**config.mk**
```make
export PLATFORM = sky130hd
export DESIGN_NAME = mem_stage
export DESIGN_NICKNAME = d
export VERILOG_FILES = /design/src/rtl/mem_stage.sv
export SDC_FILE = /design/constraint.sdc
export NUM_CORES = 1
export LEC_CHECK = 0
export CAP_MARGIN = 20
export CORE_UTILIZATION = 42
export DETAILED_ROUTE_END_ITERATION = 8
export GPL_TIMING_DRIVEN = 0
export PLACE_DENSITY = 0.87
export SKIP_LAST_GASP = 1
export SYNTH_ARGS = -nofsm -noshare
export SYNTH_HDL_FRONTEND = slang
export SYNTH_SLANG_ARGS = --single-unit
```
**constraint.sdc**
```tcl
create_clock -name clk -period 3.33 [get_ports clk]
set_clock_uncertainty 0.2 [all_clocks]
set_input_delay 0.4995 -clock clk [delete_from_list [all_inputs] [get_ports clk]]
set_output_delay 0.4995 -clock clk [all_outputs]
set_load 0.03 [all_outputs]
```
**src/rtl/mem_stage.sv**
```systemverilog
// MEM pipeline stage: registers the EX result, formats load data and drives the WB/forwarding buses.
// Optional MEM_WAIT_EN macro adds a wait FSM plus hold register for SRAMs with a read-valid handshake.
module mem_stage (
  input  logic        clk,
  input  logic        rst,
  input  logic [5:0]  stall,
  input  logic [78:0] ex_to_mem_bus,
  input  logic [31:0] data_sram_rdata,
  input  logic        data_sram_rvalid,
  output logic [69:0] mem_to_wb_bus,
  output logic [37:0] mem_to_rf_bus,
  output logic        stallreq_for_mem
);

  typedef struct packed {
    logic [31:0] pc;
    logic        data_ram_en;
    logic [3:0]  data_ram_wen;
    logic [2:0]  load_op;
    logic        sel_rf_res;
    logic        rf_we;
    logic [4:0]  rf_waddr;
    logic [31:0] ex_result;
  } ex_mem_t;

  typedef enum logic [2:0] {
    OP_LW  = 3'd0,
    OP_LB  = 3'd1,
    OP_LBU = 3'd2,
    OP_LH  = 3'd3,
    OP_LHU = 3'd4
  } load_op_e;

  ex_mem_t     stage_q, stage_d;
  logic        is_load;
  logic        stall_req;
  logic [31:0] load_data;
  logic [31:0] rf_wdata;
  logic        rf_we;
  logic        unused_bits;

  // Stage register: advance, insert a bubble, or freeze.
  always_comb begin
    // NOTE: the default assignment first guarantees every path assigns stage_d, so no latch is inferred.
    stage_d = stage_q;
    if (!stall[3]) begin
      stage_d = ex_to_mem_bus;
    end else if (!stall[4]) begin
      stage_d = '0;
    end
  end

  always_ff @(posedge clk or posedge rst) begin
    // NOTE: sequential state uses <= so every flop samples pre-edge values regardless of block order.
    if (rst) begin
      stage_q <= '0;
    end else begin
      stage_q <= stage_d;
    end
  end

  assign is_load = stage_q.data_ram_en && (stage_q.data_ram_wen == 4'b0000);

  function automatic logic [31:0] load_result(input logic [2:0]  op,
                                              input logic [1:0]  addr,
                                              input logic [31:0] d);
    logic [7:0]  lane;
    logic [15:0] half;
    case (addr)
      2'd0:    lane = d[7:0];
      2'd1:    lane = d[15:8];
      2'd2:    lane = d[23:16];
      default: lane = d[31:24];
    endcase
    half = addr[1] ? d[31:16] : d[15:0];
    case (op)
      OP_LB:   load_result = {{24{lane[7]}}, lane};
      OP_LBU:  load_result = {24'd0, lane};
      OP_LH:   load_result = {{16{half[15]}}, half};
      OP_LHU:  load_result = {16'd0, half};
      default: load_result = d;
    endcase
  endfunction

`ifdef MEM_WAIT_EN
  typedef enum logic [1:0] {
    S_IDLE,
    S_WAIT,
    S_HOLD
  } wait_state_e;

  wait_state_e state_q, state_d;
  logic [31:0] hold_q, hold_d;

  always_comb begin
    state_d = state_q;
    hold_d  = hold_q;
    case (state_q)
      S_IDLE: begin
        if (is_load) begin
          if (!data_sram_rvalid) begin
            state_d = S_WAIT;
          end else if (stall[4]) begin
            state_d = S_HOLD;
          end
        end
      end
      S_WAIT: begin
        if (data_sram_rvalid) begin
          state_d = stall[4] ? S_HOLD : S_IDLE;
        end
      end
      S_HOLD: begin
        if (!stall[4]) begin
          state_d = S_IDLE;
        end
      end
      default: state_d = S_IDLE;
    endcase
    // The SRAM bus may change once rvalid drops, so keep the returned word while MEM is frozen.
    if ((state_d == S_HOLD) && (state_q != S_HOLD)) begin
      hold_d = data_sram_rdata;
    end
  end

  always_ff @(posedge clk or posedge rst) begin
    if (rst) begin
      state_q <= S_IDLE;
      hold_q  <= '0;
    end else begin
      state_q <= state_d;
      hold_q  <= hold_d;
    end
  end

  assign load_data = (state_q == S_HOLD) ? hold_q : data_sram_rdata;
  assign stall_req = ((state_q == S_IDLE) && is_load && !data_sram_rvalid) ||
                     ((state_q == S_WAIT) && !data_sram_rvalid);
`else
  assign load_data = data_sram_rdata;
  assign stall_req = 1'b0;
`endif

  assign unused_bits = ^{stall[5], stall[2:0], data_sram_rvalid};

  assign rf_wdata = (is_load && stage_q.sel_rf_res)
                    ? load_result(stage_q.load_op, stage_q.ex_result[1:0], load_data)
                    : stage_q.ex_result;
  // A pending load must not be written back or forwarded.
  assign rf_we    = stage_q.rf_we && !stall_req;

  assign mem_to_wb_bus    = {stage_q.pc, rf_we, stage_q.rf_waddr, rf_wdata};
  assign mem_to_rf_bus    = {rf_we, stage_q.rf_waddr, rf_wdata};
  assign stallreq_for_mem = stall_req;

endmodule

```
### Word level (Yosys, flattened, before mapping)

Cells that the tools add are included.

| storage, ports and cells | value |
|---|---|
| register bits after elaboration | 79 |
| input bits | 120 |
| output and inout port bits | 109 |
| logic and storage cells | 25 |

| operators by class | value |
|---|---|
| eq/ne operators | 7 |
| muxes and demuxes | 6 |
| reduce and logical (&&, ||, !) cells | 4 |

Operators by type and width:

| operator | count |
|---|---|
| 2-to-1 mux 79 bit | 2 |
| case mux 32 bit (4 select lines) | 1 |
| 2-to-1 mux 32 bit | 1 |
| case mux 8 bit (3 select lines) | 1 |
| 2-to-1 mux 16 bit | 1 |
| == test 3 x 2 -> 1 bit, second input constant | 2 |
| zero test 4 bit | 1 |
| == test 3 x 1 -> 1 bit, second input constant | 1 |
| == test 3 bit, second input constant | 1 |
| == test 2 x 1 -> 1 bit, second input constant | 1 |
| == test 2 bit, second input constant | 1 |
| logical AND 1 bit | 2 |
| zero test 2 bit | 1 |
| inequality test 2 bit, second input constant | 1 |

### Longest topological paths before layout

Gate-level depths: netlist of run 1.

| depth | value |
|---|---|
| word-level depth | 4 |
| mapped depth | 7 |

### Least setup slack after synthesis of run 1

OpenSTA, ideal clock, no wires.

| timing path | value |
|---|---|
| kind | reg-to-output |
| start point | reg stage_q[40] in the netlist's numbering |
| end point | out mem_to_wb_bus[0] |
| arrival | 2524 ps |
| slack | 107 ps |
| stages on the path, launching flop included | 7 |
| path through | dfrtp_1 -> clkbuf_1 -> or3b_2 -> a21boi_2 -> a222oi_1 -> o21ai_0 -> buf_4 |

| on the way | value |
|---|---|
| longest elaborated chain between the ends | 3 |
| elaborated cells on any way between the ends | 6 |

RTL lines:

| what | RTL line | source |
|---|---|---|
| from (decl) | 34 | `ex_mem_t stage_q, stage_d;` |
| from (signal assigned) | 58 | `stage_q <= stage_d;` |
| == test 3 bit, or another cell as far along | 76 | `case (op)` |
| case mux 32 bit (4 select lines) (*) | 76 |  |
| 2-to-1 mux 32 bit (*) | 147 | `? load_result(stage_q.load_op, stage_q.ex_result[1:0], load_data)` |
| to (decl) | 10 | `output logic [69:0] mem_to_wb_bus,` |

Mark *: on every way between the ends. The rest lies on a longest branch, timed or not.

### Final worst setup path of run 1

| timing path | value |
|---|---|
| start point | reg stage_q[39] in the netlist's numbering |
| end point | out mem_to_wb_bus[5] |

Same word-level chain as after synthesis.

==> results.sh, run 1 <==
export IMPL_post_route_util_pct=68.54
export IMPL_synth_avg_cell_area_sq_um=8.131
export IMPL_clk_path_buf_depth=2
export IMPL_rows=38
export IMPL_arrival_ps=2580
export IMPL_dp_cells=950
export IMPL_drv_slew=0
export IMPL_r2r_slack_ps=1910
export IMPL_synthAdderAreaFrac_pct=0
export IMPL_io_pins=229
export IMPL_crit_required_ps=2630
export IMPL_stdcell_count=975
export IMPL_finalSetupTns_ps=0
export IMPL_portBuffers=221
export IMPL_layout_nets=949
export IMPL_antenna_found_initial=1
export IMPL_drtPass1Iterations=7
export IMPL_yosys_area_share_simple_pct=15.91
export IMPL_synth_seq_cells=79
export IMPL_hold_violations=0
export IMPL_synthDistinctLibCells=37
export IMPL_synth_top_family_by_area="buffers and inverters"
export IMPL_synth_flop_cell="dfrtp_1"
export IMPL_yosysTopAreaCell="dfrtp_1"
export IMPL_p_leak_nw=3.647
export IMPL_vias_per_cell=5.031
export IMPL_status="finished clean"
export IMPL_area_delta_synth_final_pct=57.45
export IMPL_drt_wirelength_per_cell_um=16.01
export IMPL_slew_limit_headroom_pct=55.87
export IMPL_seq_area_sq_mm=0.001977
export IMPL_htreeDepth=3
export IMPL_nFillCells=923
export IMPL_fin_ws_ps=46.32
export IMPL_ys_seq_area_share_pct=41.35
export IMPL_multiInputGateArea_sq_mm=0.001838
export IMPL_clock_latency_ps=330
export IMPL_synth_area_mux_share_pct=3.978
export IMPL_rsz0062_at_grt="yes"
export IMPL_first_iter_violations=282
export IMPL_cts_tree="built"
export IMPL_synth_compound_area_share_pct=16.02
export IMPL_clk_pin_slew_ps=60
export IMPL_drcViolationCount=0
export IMPL_root_buffer="clkbuf_16"
export IMPL_postLayoutCellArea_sq_mm=0.007527
export IMPL_synth_edf_count=0
export IMPL_power_density_mw_per_mm2=409.4
export IMPL_synthXorXnorAreaFrac_pct=0.3664
export IMPL_pre_cts_ws_ps=-546.7
export IMPL_holdBufCountCts=0
export IMPL_place_area_sq_mm=0.007198
export IMPL_postSynthCellCount=588
export IMPL_grt_pass1_wl_um=23920
export IMPL_async_reset_ff_share_pct=100.0
export IMPL_worstPathMaxFanout=10
export IMPL_place_congestion=0.8859
export IMPL_dieHeight_um=108.7
export IMPL_post_dp_hpwl_um=11520
export IMPL_setup_viol=0
export IMPL_tightest_slew_ps=661.9
export IMPL_grt_pass1_vias=4756
export IMPL_hold_ws_ps=278.9
export IMPL_min_period_ps=3284
export IMPL_initial_core_util_pct=43.53
export IMPL_coreArea_sq_mm=0.01098
export IMPL_drv_cap=0
export IMPL_synth_top_area_share_pct=41.35
export IMPL_cts_sinks=79
export IMPL_min_path_type="in2async"
export IMPL_die_area_sq_mm=0.01181
export IMPL_syn_num_nets=708
export IMPL_fin_crit_sh_pct=98.61
export IMPL_die_w_um=108.7
export IMPL_crit_type="reg2out"
export IMPL_vias=4905
export IMPL_fmax_ghz=0.3045
export IMPL_routed_wl_um=15610
export IMPL_antenna_left=0
export IMPL_synthTopCellsByArea="dfrtp_1 41%, buf_4 12%, o21ai_0 9.8%, inv_1 6.8%, nand3_1 6.1%"
export IMPL_ys_warn_count=0
export IMPL_startpoint_type="flip-flop"
export IMPL_netlist_area_sq_mm=0.004781
export IMPL_overflow=0
export IMPL_drive_above_1_share_pct=21.82
export IMPL_power_mw=3.081
export IMPL_cp_end_kind="output pin"
export IMPL_track_usage_pct=26.75
export IMPL_numCtsBuffers=9
export IMPL_peakVddDrop_uv=352.2
export IMPL_grt_max_degree=60
## report_power, final
part | switching [mW] | internal [mW] | total (mW)
clock network | 0.411 | 0.604 | 1.02
logic | 0.541 | 0.450 | 0.991
registers | 0.0460 | 1.03 | 1.08
total | 0.998 | 2.08 | 3.08
## placed cells by master, fill, tap and decap left out, drive strengths merged, types with 2 or more instances in the layout
| master | count |
|---|---|
| o21ai | 94 |
| inv | 89 |
| and2 | 2 |
| a221oi | 8 |
| mux4 | 8 |
| dlygate4sd2 | 24 |
| a222oi | 7 |
| clkinv | 2 |
| nand2 | 62 |
| buf | 120 |
| clkdlybuf4s50 | 153 |
| a21oi | 17 |
| dfrtp | 79 |
| or3b | 2 |
| clkdlybuf4s15 | 10 |
| a31oi | 3 |
| clkbuf | 46 |
| nand3 | 59 |
| nor2 | 29 |
| nand3b | 2 |
## registers in the layout, indices dropped and copies added (netlist names)
name and cells:
stage_q 41, mem_to_wb_bus 32, mem_to_rf_bus 5, rf_we 1
## metal layers
| layer | track usage, % | routed length (um) | share of wire (%) |
|---|---|---|---|
| met4 | 10.23 | 452 | 2.9 |
| met5 | 0 | 0 | 0 |
| met3 | 6.635 | 1366 | 8.8 |
| met2 | 45.98 | 7815 | 50 |
| met1 | 32.24 | 5975 | 38 |
## Yosys cell counts, types with 2 or more instances
master    count
a31oi_1       2
buf_1         3
nor2_1       29
nand3_1      58
and2_1        2
a222oi_1      7
buf_2         6
clkbuf_1     26
buf_6         2
buf_4        77
inv_1        87
nand2_1      62
a221oi_1      8
mux4_2        8
nand3b_1      2
a21oi_1      17
o21ai_0      94
dfrtp_1      79
## kinds of logic after synthesis
group                  count (synthesis)
AND/OR/NAND/NOR                      163
AO/OA/AOI/OAI                        133
multiplexers                           9
other                                  1
flip-flops                            79
buffers and inverters                201
XOR/XNOR                               2
## timing repair
item | CTS | global route
pin swaps | 5 | 6
hold endpoints to repair | 0 | 0
setup endpoints to repair | 64 | 56
gates resized for setup | 191 | 46
cloned | 1 | 0
setup buffers | 6 | 3
## final timing paths
| check | from | end | cells past startpoint |
|---|---|---|---|
| setup reg to reg | stage_q[1] | stage_q[1] | 5 |
| min in group clk | mem_to_wb_bus[61] | mem_to_wb_bus[61] | 2 |
| hold reg to reg | mem_to_wb_bus[61] | mem_to_wb_bus[61] | 2 |
| hold / removal | rst | mem_to_rf_bus[36] | 2 |
| setup / recovery | stage_q[39] | mem_to_wb_bus[5] | 7 |
| max in group asynchronous | rst | stage_q[28] | 3 |
## final cells by class
| class | count | area share (%) |
|---|---|---|
| Timing Repair Buffer | 232 | 28.67 |
| Sequential cell | 79 | 26.26 |
| Multi-Input combinational cell | 308 | 24.42 |
| Buffer | 112 | 9.874 |
| Inverter | 87 | 4.372 |
| Clock buffer | 10 | 3.175 |
| Tap cell | 140 | 2.327 |
| Clock inverter | 6 | 0.8644 |
| Antenna cell | 1 | 0.03324 |
## worst max-delay path, cell delays in order (launching register included)
cell and delay (ps):
dfrtp_1 410, buf_6 150, and3b_1 170, o31a_1 430, a222oi_1 450, o21ai_1 150, buf_4 150, clkdlybuf4s15_1 320
No activity file was read; power rests on OpenSTA's default activity.
==> run 2: changes to the inputs <==
--- a/config.mk
+++ b/config.mk
@@ -6,6 +6,7 @@
 export NUM_CORES = 1
 export LEC_CHECK = 0
 export CAP_MARGIN = 20
+export CORE_ASPECT_RATIO = 1.2
 export CORE_UTILIZATION = 42
 export DETAILED_ROUTE_END_ITERATION = 8
 export GPL_TIMING_DRIVEN = 0
==> run 2 against run 1 <==
First-iteration DRC count increased by 35%; clock-buffer cell count unchanged; flip-flop and latch count unchanged.
==> results.sh, run 2 (synthesis results as in run 1) <==
export IMPL_setup_viol=0
export IMPL_antenna_left=0
export IMPL_dieHeight_um=118.9
export IMPL_tightest_slew_ps=532.2
export IMPL_area_delta_synth_final_pct=56.27
export IMPL_slew_limit_headroom_pct=64.39
export IMPL_power_frac_clock_pct=34.0
export IMPL_p_leak_nw=3.638
export IMPL_status="finished clean"
export IMPL_post_route_util_pct=67.70
export IMPL_crit_required_ps=2630
export IMPL_track_usage_pct=26.73
export IMPL_layout_commonest_cell="clkdlybuf4s50_1"
export IMPL_layout_nets=947
export IMPL_vias=4860
export IMPL_fin_crit_sh_pct=97.70
export IMPL_root_buffer="clkbuf_16"
export IMPL_drive_above_1_share_pct=21.30
export IMPL_worstPathMaxFanout=7
export IMPL_rsz0062_at_grt="yes"
export IMPL_antenna_cells=0
export IMPL_crit_type="in2out"
export IMPL_io_pins=229
export IMPL_switchingPower_mw=0.9828
export IMPL_initial_core_util_pct=43.32
export IMPL_first_iter_violations=381
export IMPL_cts_sinks=79
export IMPL_max_flop_register="stage_q"
export IMPL_startpoint_type="input pin"
export IMPL_numCtsBuffers=9
export IMPL_postLayoutCellArea_sq_mm=0.007471
export IMPL_seq_power_share_pct=34.6
export IMPL_power_internal_mw=2.129
export IMPL_htreeDepth=3
export IMPL_vias_per_cell=5.047
export IMPL_ff2ff_path_depth=3
export IMPL_overflow=0
export IMPL_grt_max_degree=59
export IMPL_clock_latency_ps=340
export IMPL_min_path_type="in2async"
export IMPL_grt_pass1_wl_um=24340
export IMPL_drv_cap=0
export IMPL_cts_tree="built"
export IMPL_layout_common_cells="153 x clkdlybuf4s50_1, 90 x o21ai_0, 86 x inv_1"
export IMPL_post_dp_hpwl_um=11550
export IMPL_place_area_sq_mm=0.007188
export IMPL_portBuffers=221
export IMPL_power_density_mw_per_mm2=416.5
export IMPL_p_sw_share_pct=31.59
export IMPL_power_mw=3.111
export IMPL_drtPass1Iterations=6
export IMPL_hold_violations=0
export IMPL_fin_ws_ps=76.43
export IMPL_arrival_ps=2550
export IMPL_pre_cts_ws_ps=-548.3
export IMPL_drt_wirelength_per_cell_um=16.06
export IMPL_drv_slew=0
export IMPL_peakVddDrop_uv=276.0
export IMPL_die_w_um=99.40
export IMPL_clk_pin_slew_ps=70
export IMPL_largest_register_ffs=41
export IMPL_min_period_ps=3254
export IMPL_die_area_sq_mm=0.01182
export IMPL_dp_cells=942
export IMPL_coreArea_sq_mm=0.01104
export IMPL_rows=42
export IMPL_drcViolationCount=0
export IMPL_fmax_ghz=0.3074
export IMPL_combPwrFrac_pct=31.5
export IMPL_cp_end_kind="output pin"
export IMPL_antenna_found_initial=0
export IMPL_place_congestion=0.9410
export IMPL_stdcell_count=963
export IMPL_nFillCells=894
export IMPL_routed_wl_um=15460
export IMPL_grt_pass1_vias=4768
export IMPL_clk_path_buf_depth=2
## run 2: cell types whose count changed in the layout (fill, tap and decap cells not counted), sizes merged
cell,previous run,this run
clkdlybuf4s15,10,9
clkinvlp,1,0
inv,89,88
diode,1,0
bufinv,1,2
buf,120,115
clkbuf,46,52
dlygate4sd2,24,22
## run 2: final timing paths
check	from	endpoint	slack, ps
setup / recovery	data_sram_rdata[23]	mem_to_wb_bus[14]	80
hold / removal	rst	mem_to_wb_bus[63]	270
setup reg to reg	stage_q[41]	stage_q[41]	1990
hold reg to reg	mem_to_wb_bus[59]	mem_to_wb_bus[59]	280
max in group asynchronous	rst	stage_q[15]	2050
min in group clk	mem_to_wb_bus[59]	mem_to_wb_bus[59]	280
## run 2: power groups by stage
stage	logic (mW)	registers (mW)	clock network (mW)
finish	0.979	1.08	1.06
global route	1.04	1.08	1.11
CTS	0.981	1.07	1.06
detailed placement	1.01	1.09	0
global placement	0.990	1.08	0
floorplan	0.579	1.08	0
## run 2: stage by stage
stage,hold slack (ps),setup TNS [ps]
after floorplan,251.0,0
after global placement,263.6,-75770
after detailed placement,272.5,-21420
after CTS,275.0,-97.83
after global routing,293.4,-48.79
final,266.7,0
## run 2: timing repair
action	4_1_cts	5_1_grt
cloned	1	0
setup endpoints to repair	64	58
setup buffers	6	1
hold buffers	0	0
endpoints found under the hold margin	0	0
resized for setup	153	68
pin swaps	4	7
## run 2: critical path: stages
cell	delay [ps]
dlygate4sd2_1	310
mux4_2	540
or3b_4	430
a31oi_4	210
buf_12	150
a221oi_2	90
buf_4	170
buf_2	170
## run 2: metal layers
metal / vias to the layer above / routed length (um) / global-route usage, %
li1: 2338 / - / -
met1: 2243 / 5948 / 32.78
met2: 233 / 7703 / 44.40
met3: 46 / 1147 / 5.516
met4: 0 / 665 / 13.42
met5: - / 0 / 0
## run 2: cell type report
class / count / area [sq um] / area share [%]
Inverter: 87 / 329.1 / 4.405
Multi-Input combinational cell: 308 / 1814 / 24.28
Timing Repair Buffer: 229 / 2130 / 28.50
Buffer: 113 / 744.5 / 9.965
Sequential cell: 79 / 1977 / 26.46
Clock buffer: 10 / 229.0 / 3.065
Clock inverter: 5 / 82.58 / 1.105
Tap cell: 132 / 165.2 / 2.211
